## src/rtl/imem_fetch_ctrl.sv

```systemverilog
// ============================================================================
// Module   : imem_fetch_ctrl
// Purpose  : Instruction-fetch controller; owns the PC, issues one read per cycle
//            into a 1-cycle-latency memory and buffers results in a 2-entry FIFO.
// Options  : FETCH_ALIGN_CHECK_EN - flag misaligned redirects via fetch_fault
// Revision : 1.0 - initial release
// ============================================================================
`default_nettype none

module imem_fetch_ctrl #(
  parameter logic [31:0] RESET_PC   = 32'h0000_0000,
  parameter int          ADDR_WIDTH = 10
) (
  input  logic                  clock,
  input  logic                  reset,
  input  logic                  enable,
  input  logic                  redirect_valid,
  input  logic [31:0]           redirect_pc,
  output logic [ADDR_WIDTH-1:0] imem_address,
  input  logic [31:0]           imem_data,
  output logic                  inst_valid,
  input  logic                  inst_ready,
  output logic [31:0]           inst_data,
  output logic [31:0]           inst_pc,
  output logic                  fetch_fault
);

  logic [31:0] r_pc;
  logic        r_inflight;
  logic [31:0] r_inflight_pc;
  logic [1:0]  r_count;
  logic [31:0] r_data [2];
  logic [31:0] r_epc  [2];

  logic        w_pop;
  logic        w_push;
  logic        w_issue;
  logic        w_fault;
  logic [1:0]  w_occ;
  logic [1:0]  w_wslot;
  logic [31:0] w_load_pc;

`ifdef FETCH_ALIGN_CHECK_EN
  logic r_fault;

  // Fault tracks the alignment of the most recent redirect target.
  always_ff @(posedge clock or posedge reset) begin
    if (reset) begin
      r_fault <= 1'b0;
    end else if (redirect_valid) begin
      r_fault <= |redirect_pc[1:0];
    end
  end

  assign w_fault   = r_fault;
  assign w_load_pc = redirect_pc;
`else
  logic w_unused_low;

  assign w_unused_low = ^redirect_pc[1:0];
  assign w_fault      = 1'b0;
  assign w_load_pc    = {redirect_pc[31:2], 2'b00};
`endif

  assign fetch_fault  = w_fault;
  assign imem_address = r_pc[ADDR_WIDTH+1:2];
  assign inst_valid   = (r_count != 2'd0);
  assign inst_data    = r_data[0];
  assign inst_pc      = r_epc[0];

  assign w_pop   = inst_valid & inst_ready;
  assign w_push  = r_inflight & ~redirect_valid;
  // Occupancy after this edge's pop, counting the read still in the memory pipe.
  assign w_occ   = r_count + {1'b0, r_inflight} - {1'b0, w_pop};
  assign w_issue = enable & ~redirect_valid & ~w_fault & (w_occ < 2'd2);
  assign w_wslot = r_count - {1'b0, w_pop};

  always_ff @(posedge clock or posedge reset) begin
    if (reset) begin
      r_pc          <= RESET_PC;
      r_inflight    <= 1'b0;
      r_inflight_pc <= 32'd0;
      r_count       <= 2'd0;
      r_data[0]     <= 32'd0;
      r_data[1]     <= 32'd0;
      r_epc[0]      <= 32'd0;
      r_epc[1]      <= 32'd0;
    end else if (redirect_valid) begin
      r_pc       <= w_load_pc;
      r_inflight <= 1'b0;
      r_count    <= 2'd0;
    end else begin
      r_inflight <= w_issue;
      if (w_issue) begin
        r_inflight_pc <= r_pc;
        r_pc          <= r_pc + 32'd4;
      end
      r_count <= r_count + {1'b0, w_push} - {1'b0, w_pop};
      if (w_pop) begin
        r_data[0] <= r_data[1];
        r_epc[0]  <= r_epc[1];
      end
      // The push slot is computed after the pop so it overrides the shift.
      if (w_push) begin
        if (w_wslot == 2'd0) begin
          r_data[0] <= imem_data;
          r_epc[0]  <= r_inflight_pc;
        end else begin
          r_data[1] <= imem_data;
          r_epc[1]  <= r_inflight_pc;
        end
      end
    end
  end

endmodule

`default_nettype wire

```

## config.mk

```make
export PLATFORM = sky130hd
export DESIGN_NAME = imem_fetch_ctrl
export DESIGN_NICKNAME = d
export VERILOG_FILES = /design/src/rtl/imem_fetch_ctrl.sv
export SDC_FILE = /design/constraint.sdc
export NUM_CORES = 1
export LEC_CHECK = 0
export CORE_MARGIN = 4
export CORE_UTILIZATION = 39
export DETAILED_ROUTE_END_ITERATION = 16
export PLACE_DENSITY_LB_ADDON = 0.2
export SLEW_MARGIN = 40
export SYNTH_ARGS = -nofsm -noshare
export SYNTH_HDL_FRONTEND = slang
export SYNTH_SLANG_ARGS = --single-unit
```

## constraint.sdc

```tcl
create_clock -name clock -period 8.2 [get_ports clock]
set_input_delay 2.46 -clock clock [delete_from_list [all_inputs] [get_ports clock]]
set_output_delay 2.46 -clock clock [all_outputs]
set_load 0.05 [all_outputs]
```

==> results.tsv, run 1 <==
metric	value	unit
post-detailed-route wirelength per cell	16.8	µm
clk_lat worst skew	0.43	ns
Final Max Tran Viols	0	
Initial Util	39.8	%
Post-Syn Area per Cell	10.4	µm²
global-route wire length before repair	32700	µm
ys flop type	dfrtp_1	
Netlist cell types	54	
status	finished clean	
clk buf depth	2	
Final Setup Violations	0	
maximum fanout along the worst path	60	
Num CTS Buffers	17	
number of hold violations in the final report	0	
EDFF count, synth	0	
RSZ-0062 raised after global routing	false	
Hold Buf Count CTS	0	
clk root buf	clkbuf_16	
antenna-violating nets left	0	
Final WS setup	3.58	ns
Pwr Total	3920	µW
H-tree levels	4	
largest net degree at the start of global routing	140	
DRT Pass-1 Iters	4	
Critical Path Start Type	input port	
Ant. Diodes	0	
clock skew	0.00717	ns
vias in the first global route	6081	
Worst slew margin	48.4	%
Worst EP arrival	4.97	ns
VDD IR max	0.156	mV
WS Path Type	in -> reg	
max-cap violation count	0	
Fmax	0.216	GHz
port bufs	141	
post-CTS setup buffers	0	
Die Area	0.0248	mm²
Cell Area, Synth	0.00872	mm²
post-synthesis sequential area ratio	54.3	%
nets@finish	954	
Die Height	157	µm
share of layout cells above drive strength 1	14.3	%
Yosys top cell area share	54.3	%
GRT Overall Usage	16.5	%
row count	54	
busiest grt layer	met2	
period utilization	56.3	%
area grow syn2layout	19.1	%
most frequent cells in the layout	dfrtp_1, clkdlybuf4s50_1, nand2_1	
Setup crit end kind	flop	
die width	157	µm
DP HPWL	12400	µm
core box area	0.0219	mm²
vias	6016	
Tmin final	4.62	ns
Worst Tran Pin Value	0.775	ns
number of remaining DRC errors	0	
most common cell after layout, fill and taps aside	dfrtp_1	
initial antenna violation count	0	
routability cong.	0.796	
pwr/cell area	377	mW/mm²
Synth warnings	0	
Clock Sinks	189	
fraction of registers with async set/reset	100	%
CTS tree	done	
# resized after CTS	0	
Fin Setup TNS	0	ns
Syn Inst Count	836	
fill count	2073	
Vias/cell	5.12	
Place WS	3.12	ns
top cells by area, synth	dfrtp_1, mux2_2, buf_4	
GRT met1 Usage	24.2	%
critical path data required time	8.55	ns
initial DRC count	435	
Worst-path clk slew	0.07	ns
Hold Crit Class	reg -> reg	
FF+latch count, synth	189	
Ports	145	
leakage power	0.00449	µW
Post-Syn Nets	907	
global route overflow	0	
DP Area	0.00982	mm²
Synth area leader	dfrtp_1	
Final Util	47.4	%
Total Wirelength	19800	µm
met2 Usage GRT	25.4	%
met3 Track Usage GR	2.69	%
final instance area	0.0104	mm²
-- final cells by class --
cell class / instances / area [µm²] / share of cell area (%)
Clock buffer: 19 / 443 / 4.27
Clock inverter: 12 / 121 / 1.17
Inverter: 6 / 35.0 / 0.338
Multi-Input combinational cell: 517 / 3190 / 30.7
Sequential cell: 189 / 4730 / 45.6
Tap cell: 280 / 350 / 3.38
Timing Repair Buffer: 152 / 1510 / 14.6
-- worst max-delay path: stages --
cell and delay [ns]:
clkdlybuf4s50_1 0.67, nor2b_1 0.14, or3b_2 0.53, nand3_2 0.13, buf_4 0.59, o22ai_1 0.24
a21oi_1 0.19
-- registers in the layout (all words and copies together) (netlist names) --
name,cells
r_data,32
r_inflight_pc,30
r_pc,30
inst_data,32
inst_pc,32
r_inflight,1
r_count,2
r_epc,30
-- where the power goes --
group	internal [µW]	leakage, µW	switching (µW)
Clock	454	0.000286	350
Sequential	1280	0.00229	211
Combinational	610	0.00192	1010
Total	2340	0.00449	1570
-- worst paths after layout --
path	from	endpoint	slack [ns]	cells past startpoint
max in group asynchronous	reset	r_data[26]$_DFFE_PP0P_	4.40	3
min reg2reg	inst_pc[0]$_DFFE_PP0N_	inst_pc[0]$_DFFE_PP0N_	0.50	2
min	inst_pc[0]$_DFFE_PP0N_	inst_pc[0]$_DFFE_PP0N_	0.50	2
min in group asynchronous	reset	inst_data[9]$_DFFE_PP0N_	2.59	2
max reg2reg	r_inflight$_DFF_PP0_	inst_pc[23]$_DFFE_PP0N_	5.61	6
max	inst_ready	inst_pc[23]$_DFFE_PP0N_	3.58	7
-- cell families (layout without fill, tap and decap cells) --
kind of cell,Yosys count,in the layout,share of synthesized area [%]
buffers and inverters,130,189,9.46
and+or+nand+nor,257,257,13.6
AOI/OAI and AO/OA,166,166,11.3
DFF,189,189,54.3
muxes,68,68,8.77
adders and majority gates,2,2,0.287
other,1,1,0.0430
xor gates and xnor gates,23,23,2.31
-- synthesized netlist by cell type (all sizes together), types with 2 or more instances --
master and instances:
dfrtp 189, nand2 125, buf 95, nor2 70, mux2 67, a21oi 64
o22ai 62, clkbuf 28, o21ai 22, nand4 15, xor2 15, nand3 13
xnor2 8, and3 5, inv 5, nor2b 5, a221o 4, nor4 4
nor3 3, o311ai 3, a211o 2, a31oi 2, and2 2, and4 2
ha 2, nor3b 2, nor4bb 2, o211a 2, or3 2, or4 2
-- layer usage --
| metal | vias up | share of wire, % |
|---|---|---|
| li1 | 2931 | - |
| met1 | 2919 | 50 |
| met2 | 150 | 44 |
| met3 | 16 | 4.8 |
| met4 | 0 | 1.2 |
| met5 | - | 0 |
-- stage by stage --
step,std cells,hold slack [ns]
floorplan,836,0.460
global placement,1142,0.484
detailed placement,1144,0.490
CTS,1175,0.502
global route,1175,0.514
finish,1175,0.502
(Power assumes the default switching activity.)
==> run 2: changes to the inputs <==
Clock period 8.2 ns to 4.15 ns, I/O delays scaled along.
==> results.tsv, run 2 (synthesis gave the netlist of run 1 again) <==
metric	value	unit	change
status	finished clean		
Worst-path clk slew	0.07	ns	about the same
WS Path Type	reg -> out		
maximum fanout along the worst path	10		-83%
period utilization	79.2	%	
vias in the first global route	6165		+1.4%
Vias/cell	5.13		+0.14%
number of remaining DRC errors	0		unchanged
Pwr Total	7820	µW	+100%
Tmin final	3.29	ns	
Clock Sinks	189		unchanged
antenna-violating nets left	0		unchanged
most common cell after layout, fill and taps aside	dfrtp_1		
GRT Overall Usage	16.7	%	+0.16 points
max-cap violation count	0		unchanged
most frequent cells in the layout	dfrtp_1, clkdlybuf4s50_1, nand2_1		
H-tree levels	4		unchanged
clock skew	0.0140	ns	+0.00679 ns
final instance area	0.0106	mm²	+1.8%
hold_ws	0.491	ns	-0.0106 ns
Worst Tran Pin Value	0.740	ns	-0.0344 ns
largest net degree at the start of global routing	63		-55%
share of layout cells above drive strength 1	15.3	%	+1.0 points
global-route wire length before repair	33000	µm	+0.95%
nets@finish	964		+1.0%
clk buf depth	2		unchanged
RSZ-0062 raised after global routing	false		
Final Max Tran Viols	0		unchanged
CTS tree	done		
number of hold violations in the final report	0		unchanged
row count	54		unchanged
Worst EP arrival	2.04	ns	-2.93 ns
critical path data required time	2.90	ns	-5.65 ns
fill count	2069		-0.19%
Die Area	0.0248	mm²	unchanged
leakage power	0.00456	µW	+1.6%
Num CTS Buffers	17		unchanged
vias	6081		+1.1%
Fin Setup TNS	0	ns	unchanged
# resized after CTS	0		unchanged
Critical path origin	r_count[1]$_DFF_PP0_		
Die Height	157	µm	unchanged
core box area	0.0219	mm²	unchanged
Setup crit end kind	primary output		
port bufs	141		unchanged
clk root buf	clkbuf_16		
initial antenna violation count	0		unchanged
Critical Path Start Type	flop		
initial DRC count	311		-29%
DP Area	0.00996	mm²	+1.5%
DRT Pass-1 Iters	4		unchanged
die width	157	µm	unchanged
Total Wirelength	20200	µm	+2.1%
Fmax	0.304	GHz	
global route overflow	0		unchanged
Ant. Diodes	0		unchanged
Worst slew margin	50.2	%	+1.9 points
post-CTS setup buffers	0		unchanged
VDD IR max	0.283	mV	+81%
Initial Util	39.8	%	unchanged
pwr/cell area	740	mW/mm²	+96%
Hold Crit Class	reg -> reg		
Ports	145		unchanged
clk_lat worst skew	0.43	ns	about the same
post-detailed-route wirelength per cell	17.0	µm	+1.2%
register area	0.00473	mm²	unchanged
DP HPWL	13300	µm	+6.9%
area occupied by multi-input gates	0.00319	mm²	unchanged
RR Startpoint	r_inflight$_DFF_PP0_		
Final Setup Violations	0		unchanged
area grow syn2layout	21.2	%	
Hold Buf Count CTS	0		unchanged
Hold Startpoint	inst_pc[1]$_DFFE_PP0N_		
routability cong.	0.859		+7.9%
[run 2: changes by cell type in the layout (fill, tap and decap cells not counted), moves of 2 or more]
cell and change:
buf_12 +6, inv_6 +3, clkinvlp_4 +5, buf_8 +2, clkinv_2 -5
[run 2: layout make-up]
cell class              count  share of cell area, %
clock buffers              18                   4.16
clock inverters            14                   1.27
multi-input cells         517                   30.2
flip-flops and latches    189                   44.8
repair buffers            162                   16.1
inverters                   6                  0.249
well taps                 280                   3.32
[run 2: worst max-delay path, stage by stage, from the launching register on]
cell and delay [ns]:
dfrtp_1 0.50, or2_2 0.38, clkdlybuf4s50_1 0.73
[run 2: power by group]
part,internal (µW),total [µW],switching [µW],leakage (µW)
Combinational,1270,3280,2010,0.00200
Clock,855,1590,731,0.000272
Sequential,2530,2950,420,0.00229
[run 2: layer usage]
metal | global-route usage, % | part of all wire, % | vias up
li1 | - | - | 2964
met1 | 24.1 | 49 | 2973
met2 | 26.0 | 46 | 134
met3 | 3.00 | 4.6 | 10
met4 | 4.67 | 0.75 | 0
met5 | 0 | 0 | -
[run 2: final timing paths]
kind | slack (ns) | cells past startpoint | end
min in group asynchronous | 1.19 | 2 | inst_data[22]$_DFFE_PP0N_
hold reg to reg | 0.49 | 2 | inst_pc[1]$_DFFE_PP0N_
hold / removal | 0.49 | 2 | inst_pc[1]$_DFFE_PP0N_
setup reg to reg | 1.80 | 8 | inst_pc[7]$_DFFE_PP0N_
setup / recovery | 0.86 | 2 | inst_valid
max in group asynchronous | 2.21 | 4 | inst_data[3]$_DFFE_PP0N_
[run 2: through the flow]
| stage | setup slack, ns | utilization (%) | instances |
|---|---|---|---|
| 2_1_floorplan | 0.471 | - | 836 |
| 3_3_place_gp | 0.454 | 45.4 | 1151 |
| 3_5_place_dp | 0.550 | 45.5 | 1153 |
| 4_1_cts | 0.829 | 48.1 | 1185 |
| 5_1_grt | 0.793 | 48.3 | 1186 |
| 6_report | 0.864 | 48.3 | 1186 |
==> run 3: changes to the inputs <==
Clock period 4.15 ns to 2.69 ns, I/O delays scaled along.
==> results.tsv, run 3 (synthesis gave the netlist of run 1 again) <==
metric	value	unit	change
status	finished clean		
Num CTS Buffers	17		unchanged
global route overflow	0		unchanged
RR Startpoint	r_pc[2]$_DFFE_PP0P_		
Hold Crit Class	reg -> reg		
Die Area	0.0248	mm²	unchanged
Ports	145		unchanged
fill count	2058		-0.53%
H-tree levels	4		unchanged
area grow syn2layout	23.7	%	
worst flop-to-flop path endpoint	r_pc[26]$_DFFE_PP0P_		
DP HPWL	13800	µm	+3.8%
Fmax	0.384	GHz	
Worst EP arrival	1.80	ns	-0.24 ns
die width	157	µm	unchanged
Die Height	157	µm	unchanged
clock skew	0.00868	ns	-0.00528 ns
Worst slew margin	52.6	%	+2.3 points
Reg2Reg Depth	6		-2
initial DRC count	383		+23%
Tmin final	2.61	ns	
Worst Hold Path EP	r_inflight_pc[17]$_DFFE_PP0P_		
DP Area	0.0102	mm²	+2.5%
antenna-violating nets left	0		unchanged
share of layout cells above drive strength 1	17.2	%	+1.9 points
Critical Path Start Type	flop		
Setup crit end kind	primary output		
clk_lat worst skew	0.42	ns	about the same
number of hold violations in the final report	0		unchanged
Clock Sinks	189		unchanged
port bufs	141		unchanged
routability cong.	0.864		+0.59%
leakage power	0.00471	µW	+3.1%
largest net degree at the start of global routing	72		+14%
hold path depth	2		unchanged
RSZ-0062 raised after global routing	false		
most frequent cells in the layout	dfrtp_1, clkdlybuf4s50_1, nand2_1		
Critical-path top delay cell	clkdlybuf4s50_1		
clk root buf	clkbuf_16		
Worst-path clk slew	0.07	ns	about the same
R2R Setup Slk	0.47	ns	-1.33 ns
most common cell after layout, fill and taps aside	dfrtp_1		
cells along the critical path	clkdlybuf4s50_1		
WS Path Type	reg -> out		
Final Max Tran Viols	0		unchanged
worst path bufs/invs	1		unchanged
Vias/cell	5.17		+0.75%
initial antenna violation count	0		unchanged
critical path data required time	1.88	ns	-1.02 ns
DRT Pass-1 Iters	4		unchanged
post-CTS setup buffers	0		unchanged
Final Setup Violations	0		unchanged
nets@finish	988		+2.5%
vias in the first global route	6338		+2.8%
VDD IR max	0.362	mV	+28%
Ant. Diodes	0		unchanged
post-detailed-route wirelength per cell	16.8	µm	-1.4%
global-route wire length before repair	33200	µm	+0.77%
# resized after CTS	0		unchanged
Total Wirelength	20300	µm	+0.41%
max-cap violation count	0		unchanged
Worst Tran Pin Value	0.705	ns	-0.0354 ns
pwr/cell area	1130	mW/mm²	+53%
Crit path max-delay family	buffers and inverters		
clk buf depth	2		unchanged
row count	54		unchanged
Final Util	49.3	%	+0.99 points
number of remaining DRC errors	0		unchanged
CTS tree	done		
period utilization	96.9	%	
maximum fanout along the worst path	7		-3
CP max stage delay	0.88	ns	+0.15 ns
vias	6240		+2.6%
Hold Buf Count CTS	0		unchanged
GRT Overall Usage	16.8	%	+0.11 points
final instance area	0.0108	mm²	+2.1%
core box area	0.0219	mm²	unchanged
Initial Util	39.8	%	unchanged
Hold Startpoint	r_inflight_pc[17]$_DFFE_PP0P_		
[run 3: changes by cell type in the layout (fill, tap and decap cells not counted), moves of 2 or more]
cell / previous run / this run
buf_8: 2 / 0
clkinvlp_4: 5 / 2
buf_12: 8 / 14
clkbuf_1: 0 / 2
buf_4: 10 / 32
inv_6: 4 / 2
[run 3: power by group]
| group | switching (µW) | internal (µW) |
|---|---|---|
| clock | 1060 | 1420 |
| combinational | 3120 | 2060 |
| sequential | 651 | 3900 |
[run 3: how the worst max path moves through the flow]
stage / startpoint / to / slack (ns) / depth (start not counted)
final: r_pc[6]$_DFFE_PP0P_ / imem_address[4] / 0.08 / 1
after global routing: r_pc[6]$_DFFE_PP0P_ / imem_address[4] / 0.006 / 1
after CTS: r_pc[6]$_DFFE_PP0P_ / imem_address[4] / 0.05 / 1
after detailed placement: inst_ready / inst_pc[23]$_DFFE_PP0N_ / -0.26 / 8
after global placement: inst_ready / inst_pc[26]$_DFFE_PP0N_ / -0.21 / 8
after floorplan: reset / inst_data[0]$_DFFE_PP0N_ / -0.55 / 1
[run 3: routing by layer]
metal | GRT usage [%] | up-vias | share of wire [%]
li1 | - | 3002 | -
met1 | 24.0 | 3066 | 49
met2 | 26.2 | 158 | 45
met3 | 3.44 | 14 | 4.8
met4 | 4.55 | 0 | 1.2
met5 | 0 | - | 0
[run 3: layout make-up]
class | instances | area (µm²) | share of cell area (%)
clock buffers | 21 | 460 | 4.27
clock inverters | 9 | 113 | 1.04
inverters | 6 | 26.3 | 0.244
multi-input cells | 517 | 3190 | 29.6
flip-flops and latches | 189 | 4730 | 43.9
well taps | 280 | 350 | 3.25
repair buffers | 186 | 1920 | 17.8
[run 3: through the flow]
stage	setup WS, ns	cells	setup TNS [ns]	power [µW]	hold WS (ns)
floorplan	-0.551	836	-104.23	8630	0.460
global placement	-0.210	1178	-14.90	9750	0.482
detailed placement	-0.264	1178	-19.55	9840	0.486
CTS	0.0539	1208	0	12400	0.497
global route	0.00608	1208	0	12900	0.504
finish	0.0841	1208	0	12200	0.500
